$ cat src/rtl/rom_read_arbiter_if.sv
// Bundles both requester handshakes and the ROM read port of rom_read_arbiter.
// master = requesters plus ROM macro side; slave = the arbiter itself.
interface rom_read_arbiter_if #(
   parameter int ADDR_WIDTH = 10,
   parameter int DATA_WIDTH = 8
);
   logic                  req0_valid;
   logic [ADDR_WIDTH-1:0] req0_addr;
   logic                  req0_ready;
   logic                  rsp0_valid;
   logic [DATA_WIDTH-1:0] rsp0_data;

   logic                  req1_valid;
   logic [ADDR_WIDTH-1:0] req1_addr;
   logic                  req1_ready;
   logic                  rsp1_valid;
   logic [DATA_WIDTH-1:0] rsp1_data;

   logic                  rom_cs;
   logic [ADDR_WIDTH-1:0] rom_addr;
   logic [DATA_WIDTH-1:0] rom_dout;

   modport master (
      output req0_valid, req0_addr, req1_valid, req1_addr, rom_dout,
      input  req0_ready, rsp0_valid, rsp0_data,
      input  req1_ready, rsp1_valid, rsp1_data,
      input  rom_cs, rom_addr
   );

   modport slave (
      input  req0_valid, req0_addr, req1_valid, req1_addr, rom_dout,
      output req0_ready, rsp0_valid, rsp0_data,
      output req1_ready, rsp1_valid, rsp1_data,
      output rom_cs, rom_addr
   );
endinterface

$ cat src/rtl/rom_read_arbiter.sv
// Round-robin arbiter sharing the single sky130 ROM read port between two requesters.
// The ROM samples cs/addr on negedge, so dout is captured on the posedge after the last held negedge.
module rom_read_arbiter #(
   parameter int ADDR_WIDTH = 10,
   parameter int DATA_WIDTH = 8,
   parameter int RD_WAIT    = 0
) (
   input  logic              clk,
   input  logic              resetn,
   rom_read_arbiter_if.slave bus
);
   typedef enum logic {IDLE, READ} state_t;

   localparam logic [2:0] WAIT_INIT = 3'(RD_WAIT);

   state_t                state_reg, state_next;
   logic [2:0]            cnt_reg;
   logic                  owner_reg;
   logic                  last_reg;
   logic                  rom_cs_reg;
   logic [ADDR_WIDTH-1:0] rom_addr_reg;

   logic                  grant_valid;
   logic                  grant;
   logic                  capture;
   logic [1:0]            req_valid;

   assign req_valid = {bus.req1_valid, bus.req0_valid};
   assign capture   = (state_reg == READ) && (cnt_reg == 3'd0);

   always_comb begin
      state_next  = state_reg;
      grant_valid = 1'b0;
      grant       = 1'b0;
      case (state_reg)
         IDLE: begin
            // On a tie, the requester not served last time wins.
            if (req_valid == 2'b11) begin
               grant_valid = 1'b1;
               grant       = ~last_reg;
            end else if (req_valid[0]) begin
               grant_valid = 1'b1;
               grant       = 1'b0;
            end else if (req_valid[1]) begin
               grant_valid = 1'b1;
               grant       = 1'b1;
            end
            if (grant_valid) begin
               state_next = READ;
            end
         end
         READ: begin
            if (cnt_reg == 3'd0) begin
               state_next = IDLE;
            end
         end
         default: state_next = IDLE;
      endcase
   end

   always_ff @(posedge clk or negedge resetn) begin
      if (!resetn) begin
         state_reg    <= IDLE;
         cnt_reg      <= 3'd0;
         owner_reg    <= 1'b0;
         last_reg     <= 1'b1;
         rom_cs_reg   <= 1'b0;
         rom_addr_reg <= '0;
      end else begin
         state_reg <= state_next;
         case (state_reg)
            IDLE: begin
               if (grant_valid) begin
                  rom_cs_reg   <= 1'b1;
                  rom_addr_reg <= grant ? bus.req1_addr : bus.req0_addr;
                  owner_reg    <= grant;
                  last_reg     <= grant;
                  cnt_reg      <= WAIT_INIT;
               end
            end
            READ: begin
               // cs stays high through the wait cycles so every negedge re-reads the address.
               if (cnt_reg != 3'd0) begin
                  cnt_reg <= cnt_reg - 3'd1;
               end else begin
                  rom_cs_reg <= 1'b0;
               end
            end
            default: rom_cs_reg <= 1'b0;
         endcase
      end
   end

   for (genvar gi = 0; gi < 2; gi++) begin : g_rsp
      logic                  rsp_valid_reg;
      logic [DATA_WIDTH-1:0] rsp_data_reg;

      always_ff @(posedge clk or negedge resetn) begin
         if (!resetn) begin
            rsp_valid_reg <= 1'b0;
            rsp_data_reg  <= '0;
         end else begin
            rsp_valid_reg <= capture && (owner_reg == 1'(gi));
            if (capture && (owner_reg == 1'(gi))) begin
               rsp_data_reg <= bus.rom_dout;
            end
         end
      end
   end

   assign bus.req0_ready = grant_valid && !grant;
   assign bus.req1_ready = grant_valid && grant;
   assign bus.rsp0_valid = g_rsp[0].rsp_valid_reg;
   assign bus.rsp0_data  = g_rsp[0].rsp_data_reg;
   assign bus.rsp1_valid = g_rsp[1].rsp_valid_reg;
   assign bus.rsp1_data  = g_rsp[1].rsp_data_reg;
   assign bus.rom_cs     = rom_cs_reg;
   assign bus.rom_addr   = rom_addr_reg;
endmodule

$ cat src/flat_wrapper.sv
// flat-port wrapper written by rule: the top's interface ports become plain ports
module rom_read_arbiter_flat 
#(
   parameter int ADDR_WIDTH = 10,
   parameter int DATA_WIDTH = 8,
   parameter int RD_WAIT    = 0
)
  (clk, resetn, bus_req0_valid, bus_req0_addr, bus_req1_valid, bus_req1_addr, bus_rom_dout, bus_req0_ready, bus_rsp0_valid, bus_rsp0_data, bus_req1_ready, bus_rsp1_valid, bus_rsp1_data, bus_rom_cs, bus_rom_addr);
  rom_read_arbiter_if #(.ADDR_WIDTH(ADDR_WIDTH), .DATA_WIDTH(DATA_WIDTH)) bus_i ();
  input  logic clk;
  input  logic resetn;
  input wire logic [$bits(bus_i.req0_valid)-1:0] bus_req0_valid;
  input wire logic [$bits(bus_i.req0_addr)-1:0] bus_req0_addr;
  input wire logic [$bits(bus_i.req1_valid)-1:0] bus_req1_valid;
  input wire logic [$bits(bus_i.req1_addr)-1:0] bus_req1_addr;
  input wire logic [$bits(bus_i.rom_dout)-1:0] bus_rom_dout;
  output wire logic [$bits(bus_i.req0_ready)-1:0] bus_req0_ready;
  output wire logic [$bits(bus_i.rsp0_valid)-1:0] bus_rsp0_valid;
  output wire logic [$bits(bus_i.rsp0_data)-1:0] bus_rsp0_data;
  output wire logic [$bits(bus_i.req1_ready)-1:0] bus_req1_ready;
  output wire logic [$bits(bus_i.rsp1_valid)-1:0] bus_rsp1_valid;
  output wire logic [$bits(bus_i.rsp1_data)-1:0] bus_rsp1_data;
  output wire logic [$bits(bus_i.rom_cs)-1:0] bus_rom_cs;
  output wire logic [$bits(bus_i.rom_addr)-1:0] bus_rom_addr;
  assign bus_i.req0_valid = bus_req0_valid;
  assign bus_i.req0_addr = bus_req0_addr;
  assign bus_i.req1_valid = bus_req1_valid;
  assign bus_i.req1_addr = bus_req1_addr;
  assign bus_i.rom_dout = bus_rom_dout;
  assign bus_req0_ready = bus_i.req0_ready;
  assign bus_rsp0_valid = bus_i.rsp0_valid;
  assign bus_rsp0_data = bus_i.rsp0_data;
  assign bus_req1_ready = bus_i.req1_ready;
  assign bus_rsp1_valid = bus_i.rsp1_valid;
  assign bus_rsp1_data = bus_i.rsp1_data;
  assign bus_rom_cs = bus_i.rom_cs;
  assign bus_rom_addr = bus_i.rom_addr;
  rom_read_arbiter #(.ADDR_WIDTH(ADDR_WIDTH), .DATA_WIDTH(DATA_WIDTH), .RD_WAIT(RD_WAIT)) u_core (.clk(clk), .resetn(resetn), .bus(bus_i));
endmodule
$ cat config.mk
export PLATFORM = sky130hd
export DESIGN_NAME = rom_read_arbiter_flat
export DESIGN_NICKNAME = d
export VERILOG_FILES = /design/src/rtl/rom_read_arbiter_if.sv /design/src/rtl/rom_read_arbiter.sv /design/src/flat_wrapper.sv
export SDC_FILE = /design/constraint.sdc
export NUM_CORES = 1
export LEC_CHECK = 0
export CAP_MARGIN = 20
export CORE_ASPECT_RATIO = 0.9
export CORE_UTILIZATION = 40
export DETAILED_ROUTE_END_ITERATION = 10
export PLACE_DENSITY = 0.75
export RECOVER_POWER = 50
export SLEW_MARGIN = 20
export SYNTH_ARGS = -nofsm -noshare
export SYNTH_HDL_FRONTEND = slang
export SYNTH_SLANG_ARGS = --single-unit
$ cat constraint.sdc
create_clock -name clk -period 1.9 [get_ports clk]
set_input_delay 0.475 -clock clk [delete_from_list [all_inputs] [get_ports clk]]
set_output_delay 0.475 -clock clk [all_outputs]
set_load 0.05 [all_outputs]
==> results of run 1 <==
worst min path at each step:
stage | to | from | cells after the start
5_1_grt | u_core.cnt_reg[0] | u_core.cnt_reg[0] | 1
3_3_place_gp | u_core.cnt_reg[0] | u_core.cnt_reg[0] | 1
2_1_floorplan | u_core.bus.rom_addr[0] | resetn | 0
4_1_cts | u_core.cnt_reg[0] | u_core.cnt_reg[0] | 1
3_5_place_dp | u_core.cnt_reg[0] | u_core.cnt_reg[0] | 1
6_report | u_core.cnt_reg[0] | u_core.cnt_reg[0] | 1
power by group:
| part | total [W] | switching [W] | internal, W |
|---|---|---|---|
| Sequential | 0.00106 | 0.000115 | 0.000947 |
| Clock | 0.000496 | 0.000246 | 0.000250 |
| Combinational | 0.00140 | 0.000973 | 0.000423 |
cells in the final DEF (no fill, tap or decap), types with 3 or more instances in the layout:
cell type,instances
a31oi_1,10
o21ai_1,5
clkinv_2,3
o2111ai_1,10
nor2_4,3
nor2_1,11
dfrtp_1,33
inv_1,5
buf_4,22
clkbuf_1,12
mux2_2,16
clkdlybuf4s50_1,28
o21ai_0,6
clkbuf_8,5
o22ai_1,3
metal layers:
| metal | global-route usage, % | vias up | wire [um] |
|---|---|---|---|
| met5 | 0 | - | 0 |
| met4 | 8.21 | 0 | 34 |
| met3 | 4.51 | 2 | 110 |
| met2 | 33.1 | 28 | 1950 |
| met1 | 26.8 | 616 | 1680 |
| li1 | - | 602 | - |
worst max-delay path: stages (launching register included):
cell and delay [ns]:
dfrtp_2 0.45, nand2b_4 0.17, nor2_4 0.16, buf_4 0.15
buf_12 0.12
logic make-up after synthesis:
| family | after synthesis |
|---|---|
| and+or+nand+nor | 21 |
| AOI/OAI and AO/OA | 38 |
| DFF | 35 |
| buffers and inverters | 13 |
| muxes | 18 |
| adders and majority gates | 2 |
per-stage QoR:
step	hold slack [ns]	power [W]
3_3_place_gp	0.463	0.00251
5_1_grt	0.483	0.00310
3_5_place_dp	0.471	0.00255
4_1_cts	0.480	0.00306
2_1_floorplan	0.179	0.00203
6_report	0.478	0.00295
area by class of cell:
type | count | area share [%]
clock buffers | 5 | 3.10
clock inverters | 3 | 0.676
inverters | 6 | 1.01
multi-input cells | 79 | 27.9
flip-flops and latches | 35 | 39.5
well taps | 44 | 2.48
repair buffers | 68 | 25.3
timing repair:
item,in CTS,in global routing
setup endpoints to repair,2,1
pin swaps,1,1
resized for setup,5,2
==> flow_results.xml, run 1 <==
<?xml version="1.0" encoding="UTF-8"?>
<metrics>
  <group name="placed_design">
    <metric name="gp_congestion" unit="">0.832</metric>
    <metric name="hpwl" unit="um">2890</metric>
    <metric name="placement.io_buffers" unit="">62</metric>
    <metric name="detailedPlace.worstSlack" unit="ns">-0.152</metric>
    <metric name="placed_inst_area" unit="sq um">2180</metric>
    <metric name="place.detailed.instances" unit="">232</metric>
  </group>
  <group name="sta">
    <metric name="slew_headroom" unit="%">44.2</metric>
    <metric name="fin_crit_sh" unit="%">95.3</metric>
    <metric name="rsz_0062_raised_after_global_routing" unit="">no</metric>
    <metric name="period_minus_slack" unit="ns">1.81</metric>
    <metric name="post_route_clock_skew" unit="ns">0.00256</metric>
    <metric name="max_freq" unit="MHz">552</metric>
    <metric name="report.final.setup_viol" unit="">0</metric>
    <metric name="report.final.slew_viol_count" unit="">0</metric>
    <metric name="max_slew.worst_pin.slew" unit="ns">0.836</metric>
    <metric name="finalHoldViolCount" unit="">0</metric>
    <metric name="fin_ws" unit="ns">0.0884</metric>
    <metric name="fin_tns_setup" unit="ns">0</metric>
  </group>
  <group name="detailed_routing">
    <metric name="wl_per_cell" unit="um">15.7</metric>
    <metric name="detail-route-antenna-nets" unit="">0</metric>
    <metric name="drcViolationCount" unit="">0</metric>
    <metric name="via_count" unit="">1248</metric>
    <metric name="drt_iter0_drc" unit="">41</metric>
    <metric name="first_pass_iters" unit="">4</metric>
    <metric name="finalWirelength" unit="um">3770</metric>
    <metric name="via_per_inst" unit="">5.20</metric>
  </group>
  <group name="clock_tree">
    <metric name="clock-sinks" unit="">35</metric>
    <metric name="post_cts_hold_buffer_count" unit="">0</metric>
    <metric name="clock_root_cell" unit="">clkbuf_8</metric>
    <metric name="clock_tree.htree_level_count" unit="">2</metric>
    <metric name="clk_transition_reported_paths" unit="ns">0.07</metric>
    <metric name="cts_tree" unit="">yes</metric>
    <metric name="clock_tree.buffer_depth" unit="">2</metric>
    <metric name="worst_skew_pair.late_latency" unit="ns">0.27</metric>
    <metric name="post-cts-setup-buffer-count" unit="">0</metric>
    <metric name="cts-buffers-inserted" unit="">5</metric>
  </group>
  <group name="run_status">
    <metric name="status" unit="">finished clean</metric>
  </group>
  <group name="synth">
    <metric name="synth_top_area_cell" unit="">dfrtp_1</metric>
    <metric name="synth-xor-area-share" unit="%">0</metric>
    <metric name="netlist_top_cells_area" unit="">dfrtp_1 (56%), mux2_2 (12%), o2111ai_1 (5.7%), a31oi_1 (4.1%), nor2_1 (3.2%)</metric>
    <metric name="synth_warnings" unit="">0</metric>
    <metric name="post-synth-top-area-fraction" unit="%">55.6</metric>
    <metric name="nets_in_the_synthesized_netlist" unit="">161</metric>
    <metric name="largest_family_of_logic_cells_by_synthesized_area" unit="">compound AO/OA/AOI/OAI gates</metric>
    <metric name="seq_area_frac_synth" unit="%">57.3</metric>
    <metric name="most_instantiated_cells_after_synthesis" unit="">dfrtp_1 (34), mux2_2 (16), nor2_1 (13), a31oi_1 (10), o2111ai_1 (10)</metric>
    <metric name="synth_edf_count" unit="">0</metric>
    <metric name="synth_fa_ha_area_share" unit="%">1.63</metric>
    <metric name="synth.mux.area_fraction" unit="%">13.1</metric>
    <metric name="synth_async_sr_flop_share" unit="%">100</metric>
    <metric name="avgSynthCellArea" unit="sq um">12.1</metric>
    <metric name="yosys_register_bits" unit="">35</metric>
    <metric name="synth.lib_cells_used.distinct" unit="">28</metric>
    <metric name="synthCells" unit="">127</metric>
    <metric name="top_ff_cell_synth" unit="">dfrtp_1</metric>
    <metric name="yosys.area_share.simple" unit="%">7.35</metric>
    <metric name="synthesized_area" unit="sq um">1530</metric>
    <metric name="synth-compound-area-share" unit="%">16.7</metric>
    <metric name="synth.most_common_cell" unit="">dfrtp_1</metric>
  </group>
  <group name="die">
    <metric name="boundaryPins" unit="">63</metric>
    <metric name="die_area" unit="sq um">4080</metric>
    <metric name="num_rows" unit="">20</metric>
    <metric name="die-height" unit="um">60.7</metric>
    <metric name="die_x" unit="um">67.2</metric>
    <metric name="coreArea" unit="sq um">3500</metric>
    <metric name="start_util" unit="%">43.7</metric>
  </group>
  <group name="layout">
    <metric name="final-instance-count-excl-fill" unit="">240</metric>
    <metric name="fraction_of_layout_cells_with_a_size_suffix_above_1" unit="%">30.6</metric>
    <metric name="sequential_cell_area" unit="sq um">878</metric>
    <metric name="area_delta_synth_final" unit="%">45.1</metric>
    <metric name="fill_cells" unit="">288</metric>
    <metric name="utilization" unit="%">63.4</metric>
    <metric name="antennaDiodeCount" unit="">0</metric>
    <metric name="layout.nets" unit="">229</metric>
    <metric name="multi_input_comb_area" unit="sq um">619</metric>
    <metric name="post_route_cell_area" unit="sq um">2220</metric>
    <metric name="largest_register_ffs" unit="">10</metric>
  </group>
  <group name="grt">
    <metric name="grt_start_max_net_pins" unit="">36</metric>
    <metric name="grt_first_pass_wirelength" unit="um">6050</metric>
    <metric name="grtUsageTotal" unit="%">20.5</metric>
    <metric name="antenna_found_initial" unit="">0</metric>
    <metric name="grt_overflow" unit="">0</metric>
    <metric name="grt_pass1_vias" unit="">1232</metric>
  </group>
  <group name="critical_path">
    <metric name="reg2regPathDepth" unit="">5</metric>
    <metric name="r2r_end" unit="">u_core.bus.rsp1_data[0]</metric>
    <metric name="path_class" unit="">reg -&gt; out</metric>
    <metric name="reg2reg_setup_slack" unit="ns">0.33</metric>
    <metric name="path_max_fanout" unit="">7</metric>
    <metric name="regToRegStartpoint" unit="">u_core.cnt_reg[0]</metric>
    <metric name="critical_path.endpoint_type" unit="">output port</metric>
    <metric name="critical_path.startpoint_type" unit="">register</metric>
    <metric name="critical_path_required" unit="ns">1.42</metric>
    <metric name="setup.worst_path.end" unit="">bus_req1_ready</metric>
    <metric name="crit_arrival" unit="ns">1.34</metric>
    <metric name="timing.critical_path.from" unit="">u_core.state_reg</metric>
  </group>
  <group name="run">
    <metric name="maxcap_viol_count" unit="">0</metric>
  </group>
  <group name="min_path">
    <metric name="worst_min_delay_path_class" unit="">reg -&gt; reg</metric>
  </group>
  <group name="power">
    <metric name="p_per_cell_area" unit="nW/um^2">1330</metric>
    <metric name="ir_drop" unit="mV">0.951</metric>
    <metric name="leakagePower" unit="nW">0.943</metric>
  </group>
</metrics>
(Power assumes the default switching activity.)
==> run 2, diff against run 1 <==
--- a/config.mk
+++ b/config.mk
@@ -5,9 +5,10 @@
 export SDC_FILE = /design/constraint.sdc
 export NUM_CORES = 1
 export LEC_CHECK = 0
+export ABC_CLOCK_PERIOD_IN_PS = 1600
 export CAP_MARGIN = 20
 export CORE_ASPECT_RATIO = 0.9
-export CORE_UTILIZATION = 40
+export CORE_UTILIZATION = 38
 export DETAILED_ROUTE_END_ITERATION = 10
 export PLACE_DENSITY = 0.75
 export RECOVER_POWER = 50
==> constraint.sdc (replaced) <==
create_clock -name clk -period 1.6 [get_ports clk]
set_input_delay 0.4 -clock clk [delete_from_list [all_inputs] [get_ports clk]]
set_output_delay 0.4 -clock clk [all_outputs]
set_load 0.05 [all_outputs]
==> flow_results.xml, run 2 (synthesized netlist as in run 1, its figures left out) <==
<?xml version="1.0" encoding="UTF-8"?>
<metrics>
  <group name="sta">
    <metric name="fin_ws" unit="ns">-0.0690</metric>
    <metric name="slew_headroom" unit="%">58.2</metric>
    <metric name="max_freq" unit="MHz">599</metric>
    <metric name="report.final.setup_viol" unit="">1</metric>
    <metric name="rsz_0062_raised_after_global_routing" unit="">yes</metric>
    <metric name="max_slew.worst_pin.slew" unit="ns">0.627</metric>
    <metric name="finalHoldViolCount" unit="">0</metric>
    <metric name="fin_crit_sh" unit="%">104</metric>
    <metric name="period_minus_slack" unit="ns">1.67</metric>
    <metric name="fin_hold_ws" unit="ns">0.449</metric>
    <metric name="report.final.slew_viol_count" unit="">0</metric>
    <metric name="post_route_clock_skew" unit="ns">0.00279</metric>
  </group>
  <group name="clock_tree">
    <metric name="clk_transition_reported_paths" unit="ns">0.07</metric>
    <metric name="clock_tree.htree_level_count" unit="">2</metric>
    <metric name="cts_tree" unit="">yes</metric>
    <metric name="cts-buffers-inserted" unit="">5</metric>
    <metric name="worst_skew_pair.late_latency" unit="ns">0.28</metric>
    <metric name="clock_tree.buffer_depth" unit="">2</metric>
    <metric name="clock_root_cell" unit="">clkbuf_8</metric>
    <metric name="clock-sinks" unit="">35</metric>
    <metric name="post_cts_hold_buffer_count" unit="">0</metric>
  </group>
  <group name="critical_path">
    <metric name="crit_arrival" unit="ns">1.27</metric>
    <metric name="critical_path_required" unit="ns">1.20</metric>
    <metric name="critical_path.endpoint_type" unit="">output port</metric>
    <metric name="critical_path.startpoint_type" unit="">register</metric>
    <metric name="path_max_fanout" unit="">3</metric>
    <metric name="path_class" unit="">reg -&gt; out</metric>
    <metric name="reg2reg_setup_slack" unit="ns">0.07</metric>
  </group>
  <group name="run_status">
    <metric name="status" unit="">finished with violations</metric>
    <metric name="violations" unit="">negative setup slack</metric>
  </group>
  <group name="placed_design">
    <metric name="detailedPlace.worstSlack" unit="ns">-0.292</metric>
    <metric name="place.detailed.instances" unit="">238</metric>
    <metric name="placement.io_buffers" unit="">62</metric>
    <metric name="placed_inst_area" unit="sq um">2570</metric>
    <metric name="hpwl" unit="um">3190</metric>
    <metric name="gp_congestion" unit="">0.760</metric>
  </group>
  <group name="detailed_routing">
    <metric name="drcViolationCount" unit="">0</metric>
    <metric name="via_count" unit="">1333</metric>
    <metric name="detail-route-antenna-nets" unit="">0</metric>
    <metric name="drt_iter0_drc" unit="">102</metric>
    <metric name="via_per_inst" unit="">5.35</metric>
    <metric name="first_pass_iters" unit="">4</metric>
    <metric name="wl_per_cell" unit="um">17.1</metric>
    <metric name="finalWirelength" unit="um">4260</metric>
  </group>
  <group name="grt">
    <metric name="grtUsageTotal" unit="%">22.1</metric>
    <metric name="grt_first_pass_wirelength" unit="um">6820</metric>
    <metric name="grt_overflow" unit="">0</metric>
    <metric name="grt_start_max_net_pins" unit="">24</metric>
    <metric name="antenna_found_initial" unit="">0</metric>
    <metric name="grt_pass1_vias" unit="">1360</metric>
  </group>
  <group name="power">
    <metric name="p_per_cell_area" unit="nW/um^2">1700</metric>
    <metric name="ir_drop" unit="mV">1.07</metric>
    <metric name="leakagePower" unit="nW">1.16</metric>
  </group>
  <group name="layout">
    <metric name="layout_commonest_cell" unit="">dfrtp_1</metric>
    <metric name="antennaDiodeCount" unit="">0</metric>
    <metric name="area_delta_synth_final" unit="%">80.0</metric>
    <metric name="sequential_cell_area" unit="sq um">877</metric>
    <metric name="largest_register_ffs" unit="">10</metric>
    <metric name="layout.nets" unit="">236</metric>
    <metric name="most_used_cells_in_the_layout_excluding_fill_and_tap_cells" unit="">dfrtp_1 (34), buf_12 (31), clkdlybuf4s50_1 (28), mux2_2 (16), nor2_1 (11)</metric>
    <metric name="fill_cells" unit="">252</metric>
    <metric name="multi_input_comb_area" unit="sq um">656</metric>
    <metric name="final-instance-count-excl-fill" unit="">249</metric>
    <metric name="fraction_of_layout_cells_with_a_size_suffix_above_1" unit="%">37.4</metric>
    <metric name="post_route_cell_area" unit="sq um">2760</metric>
    <metric name="utilization" unit="%">72.9</metric>
  </group>
  <group name="die">
    <metric name="start_util" unit="%">40.5</metric>
    <metric name="boundaryPins" unit="">63</metric>
    <metric name="coreArea" unit="sq um">3780</metric>
    <metric name="die-height" unit="um">62.2</metric>
    <metric name="die_area" unit="sq um">4290</metric>
    <metric name="num_rows" unit="">21</metric>
    <metric name="die_x" unit="um">68.9</metric>
  </group>
  <group name="min_path">
    <metric name="worst_min_delay_path_class" unit="">in -&gt; async</metric>
  </group>
  <group name="run">
    <metric name="maxcap_viol_count" unit="">0</metric>
  </group>
</metrics>
==> run 2: cell types whose count changed in the layout (fill, tap and decap cells not counted), sizes merged <==
cell,before,now
clkbuf,18,8
clkinv,4,1
bufinv,0,2
buf,24,40
nor2,14,15
clkinvlp,0,1
==> run 2: final timing paths <==
path / from / to / cells past startpoint
setup / recovery: u_core.last_reg / bus_req0_ready / 4
hold / removal: resetn / u_core.bus.rom_addr[5] / 1
setup reg to reg: u_core.cnt_reg[0] / u_core.bus.rsp0_data[1] / 5
hold reg to reg: u_core.cnt_reg[0] / u_core.cnt_reg[0] / 1
max in group asynchronous: resetn / u_core.bus.rsp0_data[7] / 2
min in group clk: u_core.cnt_reg[0] / u_core.cnt_reg[0] / 1
==> run 2: where the power goes <==
| group | leakage (nW) | switching, W | total (W) | internal, W |
|---|---|---|---|---|
| Sequential | 0.413 | 0.000268 | 0.00139 | 0.00112 |
| Combinational | 0.686 | 0.00118 | 0.00234 | 0.00116 |
| Clock | 0.0644 | 0.000319 | 0.000940 | 0.000621 |
==> run 2: metal layers <==
| metal | part of all wire [%] | GRT usage (%) | up-vias | wire length (um) |
|---|---|---|---|---|
| met5 | 0 | 0 | - | 0 |
| met4 | 2.2 | 8.42 | 0 | 95 |
| met3 | 4.9 | 5.88 | 10 | 210 |
| met2 | 53 | 34.3 | 45 | 2270 |
| met1 | 40 | 29.0 | 659 | 1690 |
| li1 | - | - | 619 | - |
==> run 2: area by class of cell <==
cell class,count,share of cell area (%)
Sequential cell,35,31.8
Clock buffer,5,2.50
Timing Repair Buffer,74,36.5
Clock inverter,3,2.45
Multi-Input combinational cell,80,23.8
Tap cell,46,2.09
Inverter,6,0.817
==> run 2: critical path, cell delays in order (launching register included) <==
cell and delay (ns):
dfstp_2 0.54, and2_4 0.15, nor2_4 0.05, nor2_4 0.09, buf_12 0.14
==> run 2: what timing repair did <==
action / in CTS / in global routing
endpoints found under the setup margin: 3 / 18
resized for setup: 4 / 5
buffers inserted: 1 / 1
gates cloned: 0 / 1
hold endpoints to repair: 0 / 0
pin swaps: 2 / 2
==> run 2: per-stage QoR <==
step	power (W)	TNS, ns
global placement	0.00367	-2.63
CTS	0.00469	-0.0692
finish	0.00467	-0.0690
detailed placement	0.00373	-3.58
floorplan	0.00242	0
global route	0.00485	-0.270
